==> src/rtl/csi2_packet_builder.sv <==
// ----------------------------------------------------------------------------
// csi2_packet_builder
//   Serialises MIPI CSI-2 packets for a D-PHY HS transmitter, one byte per
//   byteclk. Short packets are a 4-byte header (DI, WC lsb, WC msb, ECC).
//   Long packets are the header, WC payload bytes taken from the sequencer,
//   then a CRC-16 over the payload, sent lsb first. After the final byte is
//   accepted, MIN_GAP idle cycles are forced so the PHY can run HS-trail and
//   LP exit.
//
// Ports
//   byteclk      in   clock, all logic on rising edge
//   areset       in   synchronous active-high reset
//   req_valid    in   packet request
//   req_ready    out  high only while idle
//   req_vc       in   [1:0]  virtual channel
//   req_dt       in   [5:0]  data type (< 0x10 short, else long)
//   req_wc       in   [15:0] long: payload byte count; short: data field
//   pl_data      in   [7:0]  payload byte
//   pl_valid     in   payload byte available
//   pl_ready     out  payload byte taken this cycle
//   pkt_data     out  [7:0]  byte to PHY
//   pkt_valid    out  byte valid, gapless from header byte 0 to pkt_last
//   pkt_last     out  final byte of the packet
//   pkt_ready    in   PHY accepts byte
//   err_underrun out  sticky payload-underrun flag, cleared by areset
// ----------------------------------------------------------------------------
module csi2_packet_builder #(
  parameter int MIN_GAP = 4
) (
  input  logic        byteclk,
  input  logic        areset,
  input  logic        req_valid,
  output logic        req_ready,
  input  logic [1:0]  req_vc,
  input  logic [5:0]  req_dt,
  input  logic [15:0] req_wc,
  input  logic [7:0]  pl_data,
  input  logic        pl_valid,
  output logic        pl_ready,
  output logic [7:0]  pkt_data,
  output logic        pkt_valid,
  output logic        pkt_last,
  input  logic        pkt_ready,
  output logic        err_underrun
);

  localparam logic [2:0] S_IDLE    = 3'd0;
  localparam logic [2:0] S_HDR     = 3'd1;
  localparam logic [2:0] S_PAYLOAD = 3'd2;
  localparam logic [2:0] S_CRC     = 3'd3;
  localparam logic [2:0] S_GAP     = 3'd4;

  // Last value of the gap counter before returning to idle; a zero gap still
  // spends the single GAP cycle.
  localparam logic [15:0] GAP_LAST = (MIN_GAP > 1) ? 16'(MIN_GAP - 1) : 16'd0;

  // CSI-2 header ECC: 6 parity bits over {WC msb, WC lsb, DI}, bits 7:6 zero.
  function automatic logic [7:0] ecc24(input logic [23:0] d);
    logic [7:0] p;
    p    = 8'h00;
    p[0] = d[0] ^ d[1] ^ d[2] ^ d[4] ^ d[5] ^ d[7] ^ d[10] ^ d[11] ^ d[13] ^
           d[16] ^ d[20] ^ d[21] ^ d[22] ^ d[23];
    p[1] = d[0] ^ d[1] ^ d[3] ^ d[4] ^ d[6] ^ d[8] ^ d[10] ^ d[12] ^ d[14] ^
           d[17] ^ d[20] ^ d[21] ^ d[22] ^ d[23];
    p[2] = d[0] ^ d[2] ^ d[3] ^ d[5] ^ d[6] ^ d[9] ^ d[11] ^ d[12] ^ d[15] ^
           d[18] ^ d[20] ^ d[21] ^ d[22];
    p[3] = d[1] ^ d[2] ^ d[3] ^ d[7] ^ d[8] ^ d[9] ^ d[13] ^ d[14] ^ d[15] ^
           d[19] ^ d[20] ^ d[21] ^ d[23];
    p[4] = d[4] ^ d[5] ^ d[6] ^ d[7] ^ d[8] ^ d[9] ^ d[16] ^ d[17] ^ d[18] ^
           d[19] ^ d[20] ^ d[22] ^ d[23];
    p[5] = d[10] ^ d[11] ^ d[12] ^ d[13] ^ d[14] ^ d[15] ^ d[16] ^ d[17] ^
           d[18] ^ d[19] ^ d[21] ^ d[22] ^ d[23];
    return p;
  endfunction

  // Reflected CRC-16 (poly 0x8408), one byte, lsb first.
  function automatic logic [15:0] crc16_byte(input logic [15:0] crc_in, input logic [7:0] b);
    logic [15:0] c;
    c = crc_in;
    for (int i = 0; i < 8; i++) begin
      if (c[0] ^ b[i]) begin
        c = (c >> 1) ^ 16'h8408;
      end else begin
        c = c >> 1;
      end
    end
    return c;
  endfunction

  logic [2:0]  state_q, state_d;
  logic [2:0]  idx_q, idx_d;
  logic [7:0]  di_q, di_d;
  logic [15:0] wc_q, wc_d;
  logic        long_q, long_d;
  logic [15:0] rem_q, rem_d;
  logic [15:0] crc_q, crc_d;
  logic [15:0] gap_q, gap_d;
  logic [7:0]  pkt_data_q, pkt_data_d;
  logic        pkt_valid_q, pkt_valid_d;
  logic        pkt_last_q, pkt_last_d;
  logic        err_q, err_d;

  logic        slot_free;
  logic [7:0]  ecc_byte;
  logic [7:0]  hdr_byte;
  logic [7:0]  pay_byte;

  // The output register can take a new byte when empty or being drained.
  assign slot_free = ~pkt_valid_q | pkt_ready;
  assign ecc_byte  = ecc24({wc_q[15:8], wc_q[7:0], di_q});

  assign req_ready    = (state_q == S_IDLE);
  assign pl_ready     = (state_q == S_PAYLOAD) & slot_free;
  assign pkt_data     = pkt_data_q;
  assign pkt_valid    = pkt_valid_q;
  assign pkt_last     = pkt_last_q;
  assign err_underrun = err_q;

  // Header byte selected by the header index.
  always_comb begin
    case (idx_q[1:0])
      2'd0:    hdr_byte = di_q;
      2'd1:    hdr_byte = wc_q[7:0];
      2'd2:    hdr_byte = wc_q[15:8];
      2'd3:    hdr_byte = ecc_byte;
      default: hdr_byte = 8'h00;
    endcase
  end

  // Payload byte: a missing sequencer byte is replaced by a filler zero.
  always_comb begin
    if (pl_valid) begin
      pay_byte = pl_data;
    end else begin
      pay_byte = 8'h00;
    end
  end

  // Packet sequencing and output register next-state.
  always_comb begin
    state_d     = state_q;
    idx_d       = idx_q;
    di_d        = di_q;
    wc_d        = wc_q;
    long_d      = long_q;
    rem_d       = rem_q;
    crc_d       = crc_q;
    gap_d       = gap_q;
    pkt_data_d  = pkt_data_q;
    pkt_valid_d = pkt_valid_q;
    pkt_last_d  = pkt_last_q;
    err_d       = err_q;
    case (state_q)
      S_IDLE: begin
        if (req_valid) begin
          di_d    = {req_vc, req_dt};
          wc_d    = req_wc;
          rem_d   = req_wc;
          long_d  = (req_dt >= 6'h10);
          crc_d   = 16'hFFFF;
          idx_d   = 3'd0;
          state_d = S_HDR;
        end else begin
          state_d = S_IDLE;
        end
      end
      S_HDR: begin
        if (!slot_free) begin
          state_d = S_HDR;
        end else if (idx_q == 3'd4) begin
          // Short packet: ECC byte (pkt_last) has just been accepted.
          pkt_valid_d = 1'b0;
          pkt_last_d  = 1'b0;
          gap_d       = 16'd0;
          state_d     = S_GAP;
        end else begin
          pkt_valid_d = 1'b1;
          pkt_data_d  = hdr_byte;
          pkt_last_d  = 1'b0;
          idx_d       = idx_q + 3'd1;
          if (idx_q != 3'd3) begin
            state_d = S_HDR;
          end else if (!long_q) begin
            pkt_last_d = 1'b1;
            state_d    = S_HDR;
          end else if (wc_q == 16'd0) begin
            idx_d   = 3'd0;
            state_d = S_CRC;
          end else begin
            state_d = S_PAYLOAD;
          end
        end
      end
      S_PAYLOAD: begin
        if (slot_free) begin
          pkt_valid_d = 1'b1;
          pkt_last_d  = 1'b0;
          pkt_data_d  = pay_byte;
          crc_d       = crc16_byte(crc_q, pay_byte);
          rem_d       = rem_q - 16'd1;
          if (!pl_valid) begin
            err_d = 1'b1;
          end else begin
            err_d = err_q;
          end
          if (rem_q == 16'd1) begin
            idx_d   = 3'd0;
            state_d = S_CRC;
          end else begin
            state_d = S_PAYLOAD;
          end
        end else begin
          state_d = S_PAYLOAD;
        end
      end
      S_CRC: begin
        if (slot_free) begin
          case (idx_q)
            3'd0: begin
              pkt_valid_d = 1'b1;
              pkt_data_d  = crc_q[7:0];
              pkt_last_d  = 1'b0;
              idx_d       = 3'd1;
            end
            3'd1: begin
              pkt_valid_d = 1'b1;
              pkt_data_d  = crc_q[15:8];
              pkt_last_d  = 1'b1;
              idx_d       = 3'd2;
            end
            default: begin
              // CRC msb accepted: packet complete.
              pkt_valid_d = 1'b0;
              pkt_last_d  = 1'b0;
              gap_d       = 16'd0;
              state_d     = S_GAP;
            end
          endcase
        end else begin
          state_d = S_CRC;
        end
      end
      S_GAP: begin
        if (gap_q == GAP_LAST) begin
          state_d = S_IDLE;
        end else begin
          gap_d = gap_q + 16'd1;
        end
      end
      default: begin
        state_d     = S_IDLE;
        pkt_valid_d = 1'b0;
        pkt_last_d  = 1'b0;
      end
    endcase
  end

  // State and output registers with synchronous reset.
  always_ff @(posedge byteclk) begin
    if (areset) begin
      state_q     <= S_IDLE;
      idx_q       <= 3'd0;
      di_q        <= 8'h00;
      wc_q        <= 16'd0;
      long_q      <= 1'b0;
      rem_q       <= 16'd0;
      crc_q       <= 16'hFFFF;
      gap_q       <= 16'd0;
      pkt_data_q  <= 8'h00;
      pkt_valid_q <= 1'b0;
      pkt_last_q  <= 1'b0;
      err_q       <= 1'b0;
    end else begin
      state_q     <= state_d;
      idx_q       <= idx_d;
      di_q        <= di_d;
      wc_q        <= wc_d;
      long_q      <= long_d;
      rem_q       <= rem_d;
      crc_q       <= crc_d;
      gap_q       <= gap_d;
      pkt_data_q  <= pkt_data_d;
      pkt_valid_q <= pkt_valid_d;
      pkt_last_q  <= pkt_last_d;
      err_q       <= err_d;
    end
  end

endmodule
==> config.mk <==
export PLATFORM = sky130hd
export DESIGN_NAME = csi2_packet_builder
export DESIGN_NICKNAME = d
export VERILOG_FILES = /design/src/rtl/csi2_packet_builder.sv
export SDC_FILE = /design/constraint.sdc
export NUM_CORES = 1
export LEC_CHECK = 0
export CAP_MARGIN = 5
export CELL_PAD_IN_SITES_DETAIL_PLACEMENT = 1
export CELL_PAD_IN_SITES_GLOBAL_PLACEMENT = 2
export CORE_MARGIN = 1
export CORE_UTILIZATION = 31
export DETAILED_ROUTE_END_ITERATION = 12
export GPL_TIMING_DRIVEN = 1
export MAX_ROUTING_LAYER = met4
export PLACE_DENSITY_LB_ADDON = 0.1
export SETUP_SLACK_MARGIN = 0.2
export SLEW_MARGIN = 20
export SYNTH_ARGS = -nofsm -noshare
export SYNTH_HDL_FRONTEND = slang
export SYNTH_SLANG_ARGS = --single-unit
==> constraint.sdc <==
create_clock -name byteclk -period 2.4 [get_ports byteclk]
set_input_delay 0.72 -clock byteclk [delete_from_list [all_inputs] [get_ports byteclk]]
set_output_delay 0.72 -clock byteclk [all_outputs]
set_load 0.03 [all_outputs]
==> flow_summary_export.csv, run 1 <==
group,metric,value,unit
sta,rsz0062_at_grt,"true",
worst_setup_path,cp_max_fo,2,
route,totalWireLength,16800,um
route,wl_per_cell,17.9,um
clock_tree,ctsHoldBuffers,0,
clock_tree,clk_pin_slew_worst_paths,0.06,ns
power,power.leakage,0.00248,uW
clock_tree,cts.path.max_buffers,2,
power,p_switching,1330,uW
power,max-vdd-ir-drop,0.359,mV
power,power.internal,2980,uW
die,start_util,32.1,%
logic_synthesis,synth_top_flop_cell,"dfxtp_1",
placement,dpl-instance-area,0.00623,mm2
die,die_w,131,um
outcome,status,"completed",
die,core,0.0161,mm2
clock_tree,cts_tree,"done",
flow_run,maxCapViolCount,0,
placement,gp_congestion,0.894,
route,drc,0,
sta,min_period,2.17,ns
route,first_pass_iters,4,
clock_tree,cts.sinks,90,
logic_synthesis,yosys_register_bits,90,
clock_tree,clk_latency,0.35,ns
logic_synthesis,syn_area_per_cell,8.16,um2
logic_synthesis,yosys_warnings,0,
sta,max_slew.worst_pin.slew,0.793,ns
global_route,antenna_found_initial,0,
logic_synthesis,postSynthCellCount,631,
sta,max_slew_margin,47.0,%
placement,hpwl,12700,um
power,power_density,650,mW/mm2
worst_hold_path,hold_class,"reg2reg",
global_route,grt_use_total,21.6,%
logic_synthesis,yosysUniqueCellTypes,64,
clock_tree,numCtsBuffers,9,
global_route,grt_pass1_wl,27200,um
worst_setup_path,reg2reg_slack,0.25,ns
worst_hold_path,min_to,"pkt_last",
worst_setup_path,reg2reg_depth,6,
route,vias,4860,
logic_synthesis,yosysSeqAreaShare,35.0,%
worst_hold_path,hp-start,"pkt_last",
sta,setup_violations,0,
logic_synthesis,async_flop_share,0,%
layout,area_growth,28.9,%
layout,design_area,0.00664,mm2
die,pin_count,50,
worst_hold_path,min_path_cells,2,
clock_tree,root_buffer,"clkbuf_16",
global_route,grt_max_degree,34,
global_route,overflow,0,
global_route,grt_pass1_vias,5010,
worst_setup_path,cp-end-kind,"output pin",
logic_synthesis,yosysTopAreaCellShare,35.0,%
sta,slew_violations,0,
die,dieHeight,131,um
logic_synthesis,synth_common_cells,"nand2_1, dfxtp_1, nor2_1, a21oi_1, xnor2_1",
sta,skew,0.00893,ns
worst_setup_path,worstReg2RegStart,"wc_q[7]",
route,via_per_inst,5.19,
logic_synthesis,synth_area_leaders,"dfxtp_1, nand2_1, xnor2_1, nor2_1, a21oi_1",
layout,final_nets,766,
logic_synthesis,synth.most_common_cell,"nand2_1",
power,p_comb_share,30.5,%
worst_setup_path,reg2reg_to,"pkt_data[2]",
die,num_rows,46,
route,drt_iter0_markers,225,
worst_setup_path,start_kind,"primary input",
power,power_frac_clock,30.8,%
clock_tree,htree_levels,3,
logic_synthesis,synth_nets,678,
placement,dp.cells,923,
logic_synthesis,synth_top_cell_by_area,"dfxtp_1",
placement,port_buffers,49,
logic_synthesis,syn_area,0.00515,mm2
worst_setup_path,required,1.68,ns
worst_setup_path,arrival,1.45,ns
layout,fin_cells,937,
worst_setup_path,crit_type,"in2out",
sta,hold_violations,0,
sta,final.period_utilization,90.4,%
logic_synthesis,synth_edf_count,0,
die,dieArea,0.0171,mm2
layout,antennaDiodeCount,0,
route,ant_nets,0,
sta,max_freq,0.461,GHz
power,swShare,30.9,%
layout,layout-drive-gt1-share,15.3,%
power,seq_power_share,38.7,%
-- worst max-delay path, stage by stage --
cell           delay [ns]
dlygate4sd2_1        0.25
nand2b_4             0.16
nand2_4              0.09
clkinv_2             0.09
buf_6                0.15
-- flip-flops by register name, indices dropped and copies added, names as in the netlist --
name	cells
idx_q	3
state_q	3
wc_q	16
di_q	8
gap_q	16
err_underrun	1
pkt_valid	1
pkt_data	8
crc_q	16
long_q	1
rem_q	16
pkt_last	1
-- cell usage in the layout (no fill, tap or decap), types with 4 or more instances in the layout --
cell,count
dfxtp_1,87
buf_4,61
o21a_1,4
nor4_1,6
a21oi_1,45
and2_1,4
clkdlybuf4s50_1,43
nand2b_1,4
inv_1,10
o22ai_1,14
o21ai_0,20
a31oi_1,5
nand2_1,116
nand3_1,7
o2bb2ai_1,5
a22oi_1,8
nand4_1,6
nor3_1,15
xor2_1,24
ha_1,8
xnor3_1,10
clkbuf_16,9
xnor2_1,43
a221oi_1,12
nor2_1,63
a211oi_1,7
-- power groups by stage --
stage	Sequential (uW)	Combinational [uW]	Clock, uW
final	1670	1310	1330
after global routing	1680	1450	1420
after CTS	1670	1290	1370
after detailed placement	1700	1260	0
after global placement	1690	1240	0
after floorplan	1690	817	0
-- area by class of cell --
cell class,count,area [um2]
Inverter,13,50.0
Timing Repair Buffer,112,995
Clock buffer,13,260
Sequential cell,90,1810
Tap cell,216,270
Multi-Input combinational cell,493,3260
Fill cell,1908,9420
-- layer usage --
| layer | global-route usage (%) | up-vias | wire (um) |
|---|---|---|---|
| met3 | 2.28 | 20 | 418 |
| met5 | - | - | 0 |
| met2 | 35.0 | 65 | 7960 |
| li1 | - | 2394 | - |
| met1 | 27.6 | 2381 | 8120 |
| met4 | 8.32 | 0 | 315 |
-- cell families after synthesis --
family,synth area share (%)
simple gates,22.4
compound gates,18.7
flops,35.0
xor+xnor,15.9
buf+inv,4.71
fa+ha+maj,2.43
mux,0.778
-- how the worst max path moves through the flow --
stage / cells after the start / slack [ns] / to / startpoint
after global routing: 7 / 0.16 / pkt_data[2] / idx_q[1]
after detailed placement: 8 / -0.38 / gap_q[3] / pkt_ready
after CTS: 1 / 0.16 / pkt_valid / pkt_valid
after global placement: 8 / -0.38 / gap_q[3] / pkt_ready
final: 5 / 0.23 / pl_ready / pkt_ready
after floorplan: 7 / 0.17 / gap_q[15] / pkt_ready
-- through the flow --
step | TNS, ns | util, % | hold WS, ns | total power, uW | setup WS (ns)
floorplan | 0 | - | 0.448 | 2510 | 0.175
global placement | -7.42 | 38.8 | 0.446 | 2940 | -0.382
detailed placement | -8.61 | 38.8 | 0.451 | 2960 | -0.381
CTS | 0 | 40.9 | 0.459 | 4330 | 0.161
global route | 0 | 41.3 | 0.478 | 4540 | 0.162
finish | 0 | 41.3 | 0.458 | 4310 | 0.231
-- timing repair --
action | in CTS | in global routing
resized for setup | 19 | 16
endpoints found under the setup margin | 21 | 20
pin swaps | 2 | 3
buffers inserted | 1 | 0
Power figures use the tool's default switching activity.
==> run 2: changes to the inputs <==
--- a/config.mk
+++ b/config.mk
@@ -8,7 +8,7 @@
 export CAP_MARGIN = 5
 export CELL_PAD_IN_SITES_DETAIL_PLACEMENT = 1
 export CELL_PAD_IN_SITES_GLOBAL_PLACEMENT = 2
-export CORE_MARGIN = 1
+export CORE_MARGIN = 5
 export CORE_UTILIZATION = 31
 export DETAILED_ROUTE_END_ITERATION = 12
 export GPL_TIMING_DRIVEN = 1
==> flow_summary_export.csv, run 2 (synthesized netlist as in run 1, its figures left out) <==
group,metric,value,unit
power,p_comb_share,30.6,%
die,dieArea,0.0193,mm2
worst_setup_path,crit_type,"reg2reg",
route,ant_nets,0,
route,totalWireLength,17100,um
sta,final.setup.worst_slack,0.278,ns
sta,min_period,2.12,ns
layout,layout-drive-gt1-share,17.2,%
worst_hold_path,hold_class,"reg2reg",
worst_setup_path,arrival,2.34,ns
route,drc,0,
layout,layout_common_cells,"nand2_1, dfxtp_1, nor2_1",
placement,place_ws,-0.440,ns
worst_setup_path,cp-end-kind,"flop",
sta,final.period_utilization,88.4,%
sta,slew_violations,0,
placement,dpl-instance-area,0.00620,mm2
layout,final_nets,762,
clock_tree,clk_pin_slew_worst_paths,0.06,ns
layout,design_area,0.00673,mm2
layout,antennaDiodeCount,0,
placement,port_buffers,49,
sta,max_slew.worst_pin.slew,0.561,ns
route,met2_length,8380,um
sta,setup_violations,0,
power,power.internal,2990,uW
clock_tree,htree_levels,3,
route,vias,4818,
die,num_rows,47,
clock_tree,clk_latency,0.35,ns
die,start_util,31.3,%
layout,num-fill-cells,1974,
global_route,grt_use_total,18.4,%
power,power_density,646,mW/mm2
clock_tree,root_buffer,"clkbuf_16",
worst_setup_path,start_kind,"flop",
clock_tree,numCtsBuffers,9,
sta,rsz0062_at_grt,"false",
route,wl_per_cell,18.3,um
sta,max_slew_margin,62.5,%
placement,hpwl,13100,um
global_route,grt_max_degree,25,
route,first_pass_iters,4,
sta,hold_violations,0,
worst_setup_path,required,2.62,ns
layout,final_common_cell,"nand2_1",
global_route,grt_pass1_wl,28000,um
placement,gp_congestion,0.859,
die,die_w,139,um
sta,skew,0.00666,ns
worst_setup_path,cp_max_fo,6,
outcome,status,"completed",
clock_tree,cts.path.max_buffers,2,
route,via_per_inst,5.13,
global_route,grt_pass1_vias,5083,
clock_tree,ctsHoldBuffers,0,
flow_run,maxCapViolCount,0,
global_route,overflow,0,
power,power.leakage,0.00247,uW
clock_tree,cts.sinks,90,
route,wl_met3,332,um
power,p_switching,1360,uW
power,max-vdd-ir-drop,0.386,mV
global_route,antenna_found_initial,0,
clock_tree,cts_tree,"done",
die,core,0.0165,mm2
power,swShare,31.3,%
die,dieHeight,139,um
sta,max_freq,0.471,GHz
route,drt_iter0_markers,196,
power,seq_power_share,38.5,%
layout,area_growth,30.7,%
die,pin_count,50,
route,top_layer,"met4",
route,wl_met1,8240,um
power,power_frac_clock,30.9,%
==> run 2: changes by cell type in the layout (fill, tap and decap cells not counted), sizes merged <==
cell,previous run,this run
buf,66,62
clkdlybuf4s50,43,44
clkinv,2,5
dlymetal6s2s,1,0
clkbuf,13,12
==> run 2: cell type report <==
| type | instances | area (um2) | area share [%] |
|---|---|---|---|
| repair buffers | 108 | 978 | 14.5 |
| flip-flops and latches | 90 | 1810 | 26.9 |
| clock buffers | 12 | 256 | 3.81 |
| multi-input cells | 493 | 3340 | 49.7 |
| well taps | 220 | 275 | 4.09 |
| inverters | 13 | 53.8 | 0.800 |
| clock inverters | 3 | 15.0 | 0.223 |
==> run 2: layer usage <==
metal,vias to the layer above,global-route usage [%]
li1,2382,-
met4,0,4.69
met3,11,2.21
met2,48,31.0
met5,-,-
met1,2377,23.6
==> run 2: path summary, 6_finish.rpt <==
path                            slack [ns]          end  depth (start not counted)         from
worst max-delay path                  0.28     idx_q[0]                          6     rem_q[6]
worst min register to register        0.46  pkt_data[3]                          2  pkt_data[3]
worst min-delay path                  0.46  pkt_data[3]                          2  pkt_data[3]
worst max register to register        0.28     idx_q[0]                          6     rem_q[6]
==> run 2: what timing repair did <==
action	in CTS	in global routing
gates cloned	0	0
setup buffers	1	2
resized for setup	27	22
pin swaps	6	7
endpoints found under the setup margin	22	29
==> run 2: power by group through the flow <==
stage               clock network [uW]  registers [uW]  logic (uW)
floorplan                            0            1690         817
CTS                               1390            1670        1310
detailed placement                   0            1700        1260
finish                            1350            1670        1330
global route                      1450            1680        1450
global placement                     0            1700        1240
==> run 2: worst max-delay path, stage by stage (launching register included) <==
cell	delay, ns
dfxtp_2	0.34
or4_4	0.55
nor4b_4	0.27
nand3_2	0.14
a211o_4	0.41
nor3_4	0.21
a211oi_2	0.07
==> run 2: metrics by stage <==
| step | power (uW) | std cells | TNS (ns) | hold WS, ns | utilization (%) |
|---|---|---|---|---|---|
| after floorplan | 2510 | 631 | 0 | 0.448 | - |
| after global placement | 2930 | 921 | -6.17 | 0.457 | 37.6 |
| after detailed placement | 2960 | 921 | -6.74 | 0.456 | 37.6 |
| after CTS | 4360 | 937 | 0 | 0.465 | 40.1 |
| after global routing | 4590 | 939 | 0 | 0.491 | 40.9 |
| final | 4350 | 939 | 0 | 0.462 | 40.9 |
